===== src/rtl/vsfx_sub_if.sv =====
// Issue-side and writeback-side handshake bundle for the vector subtract sequencer.
interface vsfx_sub_if #(
  parameter int NWORDS = 4
);
  logic                   in_valid;
  logic                   in_ready;
  logic [1:0]             in_op;
  logic [32*NWORDS-1:0]   in_vra;
  logic [32*NWORDS-1:0]   in_vrb;
  logic                   out_valid;
  logic                   out_ready;
  logic [32*NWORDS-1:0]   out_vrt;
  logic                   out_err;
  logic                   busy;

  modport master (
    output in_valid, in_op, in_vra, in_vrb, out_ready,
    input  in_ready, out_valid, out_vrt, out_err, busy
  );

  modport slave (
    input  in_valid, in_op, in_vra, in_vrb, out_ready,
    output in_ready, out_valid, out_vrt, out_err, busy
  );
endinterface


===== src/rtl/vsfx_sub_seq.sv =====
// Vector modulo-subtract sequencer: one 32-bit lane-partitioned slice reused
// over NWORDS cycles, result assembled in place and held until writeback takes it.
//
// state | meaning
// IDLE  | ready for a request, last result still visible on out_vrt
// RUN   | slice processing word[cnt], one word per edge
// DONE  | full result valid, waiting for out_ready
module vsfx_sub_seq #(
  parameter int NWORDS = 4
) (
  input  logic        clk,
  input  logic        rst,
  vsfx_sub_if.slave   bus
);
  localparam int W  = 32 * NWORDS;
  localparam int CW = (NWORDS > 1) ? $clog2(NWORDS) : 1;

  typedef enum logic [1:0] {IDLE, RUN, DONE} state_t;

  state_t          state_q, state_d;
  logic [1:0]      op_q;
  logic [W-1:0]    vra_q, vrb_q, vrt_q;
  logic [CW-1:0]   cnt_q;
  logic            err_q;
  logic            accept, last_word, out_fire;
  logic [31:0]     word_a, word_b, word_r;

  // Borrows stay inside each element because every lane is its own subtract.
  function automatic logic [31:0] sub_word(input logic [1:0] op,
                                           input logic [31:0] a,
                                           input logic [31:0] b);
    logic [31:0] r;
    r = '0;
    case (op)
      2'b00: for (int k = 0; k < 4; k++) r[8*k +: 8] = a[8*k +: 8] - b[8*k +: 8];
      2'b01: for (int k = 0; k < 2; k++) r[16*k +: 16] = a[16*k +: 16] - b[16*k +: 16];
      2'b10: r = a - b;
      default: r = '0;
    endcase
    return r;
  endfunction

  assign accept    = (state_q == IDLE) && bus.in_valid;
  assign out_fire  = (state_q == DONE) && bus.out_ready;
  assign last_word = (cnt_q == CW'(NWORDS - 1));
  assign word_a    = vra_q[int'(cnt_q)*32 +: 32];
  assign word_b    = vrb_q[int'(cnt_q)*32 +: 32];
  assign word_r    = sub_word(op_q, word_a, word_b);

  always_ff @(posedge clk) begin
    if (rst) state_q <= IDLE;
    else     state_q <= state_d;
  end

  always_comb begin
    state_d = state_q;
    case (state_q)
      IDLE:    if (accept)    state_d = RUN;
      RUN:     if (last_word) state_d = DONE;
      DONE:    if (out_fire)  state_d = IDLE;
      default: state_d = IDLE;
    endcase
  end

  always_ff @(posedge clk) begin
    if (rst) begin
      op_q  <= '0;
      vra_q <= '0;
      vrb_q <= '0;
      vrt_q <= '0;
      cnt_q <= '0;
      err_q <= 1'b0;
    end else begin
      case (state_q)
        IDLE: if (accept) begin
          op_q  <= bus.in_op;
          vra_q <= bus.in_vra;
          vrb_q <= bus.in_vrb;
          vrt_q <= '0;
          cnt_q <= '0;
          err_q <= (bus.in_op == 2'b11);
        end
        RUN: begin
          vrt_q[int'(cnt_q)*32 +: 32] <= word_r;
          // Hold at the last index; the counter only restarts on a new accept.
          if (!last_word) cnt_q <= cnt_q + 1'b1;
        end
        default: ;
      endcase
    end
  end

  assign bus.in_ready  = (state_q == IDLE);
  assign bus.out_valid = (state_q == DONE);
  assign bus.busy      = (state_q != IDLE);
  assign bus.out_vrt   = vrt_q;
  assign bus.out_err   = err_q;
endmodule


===== src/flat_wrapper.sv =====
// flat-port wrapper written by rule: the top's interface ports become plain ports
module vsfx_sub_seq_flat 
#(
  parameter int NWORDS = 4
)
  (clk, rst, bus_in_valid, bus_in_op, bus_in_vra, bus_in_vrb, bus_out_ready, bus_in_ready, bus_out_valid, bus_out_vrt, bus_out_err, bus_busy);
  vsfx_sub_if #(.NWORDS(NWORDS)) bus_i ();
  input  logic clk;
  input  logic rst;
  input wire logic [$bits(bus_i.in_valid)-1:0] bus_in_valid;
  input wire logic [$bits(bus_i.in_op)-1:0] bus_in_op;
  input wire logic [$bits(bus_i.in_vra)-1:0] bus_in_vra;
  input wire logic [$bits(bus_i.in_vrb)-1:0] bus_in_vrb;
  input wire logic [$bits(bus_i.out_ready)-1:0] bus_out_ready;
  output wire logic [$bits(bus_i.in_ready)-1:0] bus_in_ready;
  output wire logic [$bits(bus_i.out_valid)-1:0] bus_out_valid;
  output wire logic [$bits(bus_i.out_vrt)-1:0] bus_out_vrt;
  output wire logic [$bits(bus_i.out_err)-1:0] bus_out_err;
  output wire logic [$bits(bus_i.busy)-1:0] bus_busy;
  assign bus_i.in_valid = bus_in_valid;
  assign bus_i.in_op = bus_in_op;
  assign bus_i.in_vra = bus_in_vra;
  assign bus_i.in_vrb = bus_in_vrb;
  assign bus_i.out_ready = bus_out_ready;
  assign bus_in_ready = bus_i.in_ready;
  assign bus_out_valid = bus_i.out_valid;
  assign bus_out_vrt = bus_i.out_vrt;
  assign bus_out_err = bus_i.out_err;
  assign bus_busy = bus_i.busy;
  vsfx_sub_seq #(.NWORDS(NWORDS)) u_core (.clk(clk), .rst(rst), .bus(bus_i));
endmodule

===== config.mk =====
export PLATFORM = sky130hd
export DESIGN_NAME = vsfx_sub_seq_flat
export DESIGN_NICKNAME = d
export VERILOG_FILES = /design/src/rtl/vsfx_sub_if.sv /design/src/rtl/vsfx_sub_seq.sv /design/src/flat_wrapper.sv
export SDC_FILE = /design/constraint.sdc
export NUM_CORES = 1
export LEC_CHECK = 0
export BUFFER_PORTS_ARGS = -buffer_cell sky130_fd_sc_hd__buf_2
export CAP_MARGIN = 10
export CORE_MARGIN = 4
export CORE_UTILIZATION = 40
export DETAILED_ROUTE_END_ITERATION = 16
export GPL_TIMING_DRIVEN = 0
export HOLD_SLACK_MARGIN = 0.05
export PLACE_DENSITY = 0.74
export SYNTH_ARGS = -nofsm -noshare
export SYNTH_HDL_FRONTEND = slang
export SYNTH_SLANG_ARGS = --single-unit

===== constraint.sdc =====
create_clock -name clk -period 5.3 [get_ports clk]
set_clock_uncertainty 0.15 [all_clocks]
set_input_delay 0 -clock clk [delete_from_list [all_inputs] [get_ports clk]]
set_output_delay 0 -clock clk [all_outputs]
set_load 0.01 [all_outputs]

== Word level (Yosys, flattened, before mapping) ==
Cells that the tools add are included.
Operators by class
  $add $sub $neg: 9
  equality and inequality tests: 10
  shift-type cells: 4
  mux-type cells: 11
  reductions and logical operators: 10
Operator list (number)
  128-bit case mux with 2 select lines: 1
  128-bit by 8-bit variable part select with 32-bit output: 2
  128-bit bitwise mux: 1
  128-bit 2-to-1 mux: 1
  32-bit by 33-bit variable shift with 128-bit output, first input constant: 1
  32-bit by 33-bit variable part select with 128-bit output: 1
  32-bit case mux with 3 select lines: 1
  7-bit negation with 33-bit output: 1
  16-bit subtractor: 2
  32-bit subtractor: 1
  8-bit subtractor: 4
  2-bit 2-to-1 mux: 5
  2-bit == test, second input constant: 4
  2-bit by 1-bit != test with 1-bit output, second input constant: 3
  2-bit case mux with 3 select lines: 1
  3-bit AND reduction: 2
  2-bit by 1-bit == test with 1-bit output, second input constant: 2
  2-bit zero test: 2
  2-bit case mux with 2 select lines: 1
  2-bit AND reduction: 2
  2-bit nonzero test: 2
  2-bit by 1-bit adder with 2-bit output, second input constant: 1
  1-bit logical AND: 2
  2-bit != test, second input constant: 1
Word-level totals
  bits in registers: 391
  output and inout bits: 132
  logic and storage cells: 51

== Longest topological paths before layout ==
Gate-level depths: netlist of the first run.
  depth in word-level cells: 6
  gate-level depth with buffers: 15

== Worst setup path after synthesis of the first run ==
OpenSTA, ideal clock, no wires.
  path kind: flip-flop to flip-flop
  from: register u_core.cnt_q[0]
  to: register u_core.vrt_q[126], in the netlist u_core.bus.out_vrt[126]
  arrival time: 3838 ps
  slack: 1195 ps
  stages on the path, launching flop included: 15
  path buffers: 3
  clock period less this slack: 4105 ps
  cells stage by stage: dfxtp_1 -> clkbuf_1 -> buf_2 -> buf_2 -> mux4_2 -> ha_1 -> fa_1 -> and2b_2 -> o2111ai_4 -> a211oi_4 -> o2111ai_2 -> a21oi_2 -> mux2i_1 -> o2111ai_2 -> a22o_1
Between the ends
  cells in the longest elaborated chain, start to end: 6
  elaborated cells between the ends (all ways): 15
  classes of those cells: add/sub (8); shift (4); mux (3)
RTL lines
  from (decl): RTL line vsfx_sub_seq.sv:23  | logic [CW-1:0] cnt_q;
  from (signal assigned): RTL line vsfx_sub_seq.sv:86  | if (!last_word) cnt_q <= cnt_q + 1'b1;
  128-bit by 8-bit variable part select with 32-bit output (on tied branches): RTL line vsfx_sub_seq.sv:46, vsfx_sub_seq.sv:47
  32-bit subtractor, or another cell as far along: RTL line vsfx_sub_seq.sv:37  | 2'b10: r = a - b;
  32-bit case mux with 3 select lines: RTL line vsfx_sub_seq.sv:34  | case (op)
  32-bit by 33-bit variable part select with 128-bit output: RTL line vsfx_sub_seq.sv:84  | vrt_q[int'(cnt_q)*32 +: 32] <= word_r;
  128-bit bitwise mux *: RTL line vsfx_sub_seq.sv:84
  128-bit case mux with 2 select lines *: RTL line vsfx_sub_seq.sv:74  | case (state_q)
  to (signal, indexed assignment): RTL line vsfx_sub_seq.sv:84
  to (decl): RTL line vsfx_sub_seq.sv:22  | logic [W-1:0] vra_q, vrb_q, vrt_q;
Mark *: on every way between the ends. The rest lies on a longest branch, timed or not.
A chain may end at the register's enable or synchronous reset.

== Worst setup path after layout of the first run ==
  from: register u_core.cnt_q[1]
  to: register u_core.vrt_q[94], in the netlist u_core.bus.out_vrt[94]
The elaborated chain is that of the path after synthesis.

==> impl_metrics.json, run 1 <==
{
  "status": "finished, final reports clean",
  "start_util": 0.408,
  "endpoint_kind": "flip-flop",
  "nets": 3131,
  "worstPathArrival_ns": 5.45,
  "finalCriticalPeriod_ns": 5.14,
  "ys_types": 75,
  "maxCapViolations": 0,
  "grt_pass1_wl_um": 116000,
  "core-area_um2": 43500,
  "synth_cells": 2080,
  "finalSetupViolCount": 0,
  "synth_top_area_share": 0.441,
  "ys_seq_area_frac": 0.441,
  "drc": 0,
  "cts_sinks": 391,
  "drive_above_1_share": 0.208,
  "cts_tree": "built",
  "root_buffer": "clkbuf_16",
  "synthTopCellsByArea": "dfxtp_1 (44%), nand2_1 (13%), a21oi_1 (8.8%)",
  "multiInputGateArea_um2": 9030,
  "drv_slew": 0,
  "grt-ovfl-total": 0,
  "finalHoldViolCount": 0,
  "clkTransAtPathRegs_ns": 0.06,
  "cp_max_fo": 10,
  "place_ws_ns": -0.106,
  "post_cts_buffers": 0,
  "ir_worst_vdd_v": 0.000248,
  "ys.flop_type": "dfxtp_1",
  "ys_async_sr_fraction": 0,
  "drt_iter0_drc": 2018,
  "cts_buffers": 43,
  "track_usage": 0.316,
  "htree_levels": 2,
  "rows": 76,
  "whs_ns": 0.0697,
  "antenna_found_initial": 7,
  "clockBufferDepth": 3,
  "final_common_cell": "nand2_1",
  "n_fill_cell": 3591,
  "path_class": "reg -> reg",
  "grt_max_degree": 14,
  "netlist_area_um2": 17700,
  "fin_crit_sh": 0.969,
  "synth-warning-count": 0,
  "grt_pass1_vias": 19848,
  "wl_per_cell_um": 22.6,
  "die_h_um": 219,
  "insertion_delay_ns": 0.59,
  "regArea_um2": 7830,
  "gp_congestion": 0.923,
  "syn_to_final_growth_pct": 41.0,
  "place_hpwl_um": 54600,
  "cp.required_ns": 5.61,
  "drt-vias-per-instance": 5.65,
  "pwr_density_cell_nw_per_um2": 335,
  "start_kind": "flip-flop",
  "yosys.area.top_type": "dfxtp_1",
  "antenna_left": 0,
  "firstDrtPassIters": 5,
  "portBuffers": 393,
  "p_leak_nw": 10.4,
  "worstHoldStart": "bus_in_vrb[102]",
  "startpoint": "u_core.cnt_q[1]",
  "relSlewSlack": 0.349,
  "die_area_um2": 47800,
  "synth_edf_count": 0,
  "hold_path_class": "in -> reg",
  "synth_seq_cells": 391,
  "die_x_um": 219,
  "r2r-start": "u_core.cnt_q[1]",
  "ioPinCount": 394,
  "wirelength_um": 78000,
  "syn_nets": 2385,
  "rsz0062_at_grt": "false",
  "tightest_slew_ns": 0.977,
  "final_cell_mix": "nand2_1 (595), buf_2 (400), dfxtp_1 (391), a21oi_1 (313), dlygate4sd3_1 (308)",
  "setup_ws_ns": 0.164,
  "vias": 19495,
  "synth.avg_cell_area_um2": 8.53,
  "max_freq_mhz": 195
}
-- what timing repair did --
action | 4_1_cts | 5_1_grt
endpoints found under the setup margin | 7 | 43
gates cloned | 0 | 0
gates resized for setup | 3 | 13
endpoints found under the hold margin | 273 | 0
hold buffers | 308 | 0
-- sequential cells by signal, summed over array words and instances, names as in the netlist --
signal / cells
u_core.vra_q: 128
u_core.cnt_q: 2
u_core.bus.out_err: 1
u_core.vrb_q: 128
u_core.op_q: 2
u_core.bus.out_vrt: 128
u_core.state_q: 2
-- final cells by class --
class                      instances  area share
clock inverter                    15     0.00635
inverter                          49     0.00735
timing repair buffer             701       0.202
sequential                       391       0.313
antenna                            7    0.000700
multi-input combinational       1489       0.361
buffer                           151      0.0298
tap                              585      0.0293
clock buffer                      63      0.0508
-- synthesized netlist by cell type, types with 15 or more instances --
master and instances:
nand2_1 595, dfxtp_1 391, a21oi_1 313, clkbuf_1 119, nor2_1 84, mux4_2 63
a22o_1 53, a22oi_1 52, o21ai_0 50, inv_1 48, ha_1 39, xor2_1 19
nor3_1 17, nand3_1 15
-- cell families after synthesis --
logic type / Yosys count / synth area share
and+or+nand+nor: 783 / 0.180
adders and majority gates: 43 / 0.0320
muxes: 72 / 0.0852
AOI/OAI and AO/OA: 560 / 0.194
buffers and inverters: 200 / 0.0515
DFF: 391 / 0.441
xor gates and xnor gates: 31 / 0.0157
-- power by group --
part | internal (mW) | total, mW | switching [mW]
clock | 1.78 | 3.07 | 1.29
sequential | 3.08 | 3.17 | 0.0906
combinational | 0.826 | 2.15 | 1.32
total | 5.68 | 8.39 | 2.71
-- per-stage QoR --
stage               setup TNS (ns)  std cells  area, um2  power, mW  utilization
floorplan                        0       2080      17700       4.42            -
global placement            -0.157       3058      20400       5.09        0.470
detailed placement          -0.413       3058      20400       5.11        0.470
CTS                              0       3444      25000       8.31        0.575
global route                     0       3450      25000       8.69        0.576
finish                           0       3451      25000       8.39        0.576
-- critical path: stages (launching register included) --
cell       delay, ns
dfxtp_1         0.35
clkbuf_1        0.67
buf_1           0.80
mux4_2          0.35
inv_1           0.06
ha_1            0.20
fa_1            0.39
and2b_2         0.27
o2111ai_4       0.15
a211oi_4        0.36
o2111ai_2       0.22
a21oi_2         0.32
mux2i_1         0.26
o2111ai_2       0.20
a22o_1          0.26
-- layer usage --
metal	part of all wire	up-vias	global-route usage
li1	-	8687	-
met1	0.37	9108	0.372
met2	0.47	1382	0.540
met3	0.10	316	0.0731
met4	0.056	2	0.159
met5	0.00017	-	0
-- worst paths after layout --
kind / endpoint / slack, ns / cells past startpoint
worst min-delay path: u_core.vrb_q[102] / 0.07 / 4
worst max register to register: u_core.bus.out_vrt[94] / 0.16 / 14
worst min register to register: u_core.bus.out_vrt[92] / 0.30 / 2
worst max-delay path: u_core.bus.out_vrt[94] / 0.16 / 14
Power figures use the tool's default switching activity.
==> run 2: changes to the inputs <==
Settings changed: ABC_AREA from default to 1, ABC_CLOCK_PERIOD_IN_PS from default to 5300, PLACE_DENSITY 0.74 to 0.73.
==> run 2 against run 1 <==
  * Sequential power hardly changed
  * First-iteration DRC count is 24% higher
  * Cell area rose by 2.5%
  * Largest power group is now combinational logic
  * Highest routed layer unchanged
==> impl_metrics.json, run 2 <==
{
  "status": "finished, final reports clean",
  "root_buffer": "clkbuf_16",
  "endpoint_kind": "flip-flop",
  "whs_path_depth": 4,
  "rows": 79,
  "pwr_density_cell_nw_per_um2": 363,
  "vias": 22847,
  "worstPathArrival_ns": 5.28,
  "fin_crit_sh": 0.931,
  "p_seq_frac": 0.342,
  "n_fill_cell": 4381,
  "finalCriticalPeriod_ns": 4.93,
  "setup_tns_ns": 0,
  "drt-vias-per-instance": 5.50,
  "place_ws_ns": 0.397,
  "tightest_slew_ns": 1.00,
  "setup_ws_ns": 0.367,
  "cp_max_fo": 10,
  "regToRegSetupSlack_ns": 0.37,
  "ys_types": 44,
  "drt_iter0_drc": 2501,
  "antenna_found_initial": 7,
  "htree_levels": 2,
  "die_area_um2": 51000,
  "ir_worst_vdd_v": 0.000252,
  "pwr-share-comb": 0.349,
  "portBuffers": 392,
  "synthTopCellsByArea": "dfxtp_1 (41%), nand2_1 (21%), a21oi_1 (12%)",
  "cts_sinks": 391,
  "grt_pass1_wl_um": 128000,
  "power_switching_mw": 3.52,
  "post_cts_buffers": 0,
  "finalHoldViolCount": 0,
  "drive_above_1_share": 0.166,
  "synth-warning-count": 0,
  "clockBufferDepth": 3,
  "synth_edf_count": 0,
  "die_x_um": 226,
  "ys.flop_type": "dfxtp_1",
  "grt_pass1_vias": 21900,
  "maxCapViolations": 0,
  "power_frac_clock": 0.309,
  "ys_seq_area_frac": 0.412,
  "final_common_cell": "nand2_1",
  "swShare": 0.379,
  "reg2reg_depth": 17,
  "rsz0062_at_grt": "false",
  "firstDrtPassIters": 9,
  "hold_path_class": "in -> reg",
  "grt_max_degree": 15,
  "gp_congestion": 0.978,
  "final_cell_mix": "nand2_1 (1052), a21oi_1 (459), buf_2 (428), dfxtp_1 (391), dlygate4sd3_1 (260)",
  "synth_most_common_cell": "nand2_1",
  "cp.required_ns": 5.65,
  "finalSetupViolCount": 0,
  "synth.avg_cell_area_um2": 6.74,
  "yosys.area.top_type": "dfxtp_1",
  "ioPinCount": 394,
  "synth_top_area_share": 0.412,
  "insertion_delay_ns": 0.58,
  "ys_async_sr_fraction": 0,
  "start_util": 0.406,
  "cts_buffers": 40,
  "p_leak_nw": 11.1,
  "synth_seq_cells": 391,
  "p_int_mw": 5.78,
  "syn_nets": 3122,
  "relSlewSlack": 0.332,
  "nets": 3816,
  "whs_ns": 0.0697,
  "drc": 0,
  "track_usage": 0.327,
  "wl_per_cell_um": 20.9,
  "netlist_area_um2": 19000,
  "grt-ovfl-total": 0,
  "syn_to_final_growth_pct": 35.0,
  "wirelength_um": 86800,
  "die_h_um": 226,
  "max_freq_mhz": 203,
  "synth_commonest_cells": "nand2_1 (1052), a21oi_1 (459), dfxtp_1 (391), inv_1 (141), clkbuf_1 (130)",
  "clkTransAtPathRegs_ns": 0.07,
  "place_hpwl_um": 60800,
  "core-area_um2": 46800,
  "start_kind": "flip-flop",
  "path_class": "reg -> reg",
  "cts_tree": "built",
  "antenna_left": 0,
  "drv_slew": 0,
  "synth_cells": 2817,
  "fin_total_pwr_mw": 9.30
}
-- run 2: cell count changes after synthesis, sizes merged, moves of 26 or more --
cell,previous run,this run
inv,48,160
a21oi,317,465
nand3,15,118
nor2,86,138
nand2,596,1077
a22o,53,0
a32o,0,26
mux4,63,0
a22oi,52,0
buf,23,56
-- run 2: logic make-up (layout without fill, tap and decap cells) --
group	count (synthesis)	after routing	share of synthesized area
buffers and inverters	350	1073	0.0717
AO/OA/AOI/OAI	628	628	0.181
adder cells (fa/ha/maj)	43	43	0.0299
other	0	8	0
flip-flops	391	391	0.412
AND/OR/NAND/NOR	1396	1396	0.301
XOR/XNOR	9	9	0.00415
-- run 2: routing by layer --
metal  vias up  GRT usage  wire, um
met5         -          0        16
met4         2      0.187      6010
met3       371     0.0779      8800
met2      1393      0.534     39200
met1     10504      0.396     32800
li1      10577          -         -
-- run 2: repair_timing --
action                                  CTS  global route
hold endpoints to repair                265             0
resized for setup                         0             3
endpoints found under the setup margin    0             2
hold buffers                            260             0
-- run 2: path summary, 6_finish.rpt --
path	from	endpoint
max	u_core.cnt_q[0]	u_core.bus.out_vrt[57]
max reg2reg	u_core.cnt_q[0]	u_core.bus.out_vrt[57]
min reg2reg	u_core.bus.out_vrt[23]	u_core.bus.out_vrt[23]
min	bus_in_vrb[77]	u_core.vrb_q[77]
-- run 2: layout make-up --
type	count	area, um2	share of cell area
multi-input cells	2076	9790	0.382
flip-flops and latches	391	7830	0.305
repair buffers	652	4560	0.178
clock buffers	56	1130	0.0441
well taps	607	759	0.0296
plain buffers	187	749	0.0292
inverters	163	612	0.0239
clock inverters	15	173	0.00674
diodes	8	20.0	0.000781
-- run 2: power by group through the flow --
stage          clock [mW]  combinational (mW)  sequential [mW]
4_1_cts              2.87                3.13             3.17
3_5_place_dp            0                2.97             3.23
6_report             2.88                3.25             3.18
3_3_place_gp            0                2.96             3.23
2_1_floorplan           0                2.01             3.22
5_1_grt              2.98                3.55             3.19
-- run 2: metrics by stage --
step / cell area, um2 / std cells / util
3_3_place_gp: 21700 / 3816 / 0.464
6_report: 25600 / 4155 / 0.548
2_1_floorplan: 19000 / 2817 / -
4_1_cts: 25600 / 4147 / 0.548
5_1_grt: 25600 / 4152 / 0.548
3_5_place_dp: 21700 / 3816 / 0.464
-- run 2: critical path, cell delays in order, from the launching register on --
cell and delay (ns):
dfxtp_1 0.44, buf_2 0.30, clkbuf_1 0.70, buf_2 0.56, a21oi_1 0.12, a32oi_1 0.50, inv_1 0.10, ha_1 0.42
nand2_1 0.09, nand2_1 0.08, o21bai_1 0.22, a21oi_1 0.28, o21ai_0 0.15, nand2_1 0.08, nand3_1 0.12, nand3_1 0.25
nand4_1 0.14, a21oi_1 0.16
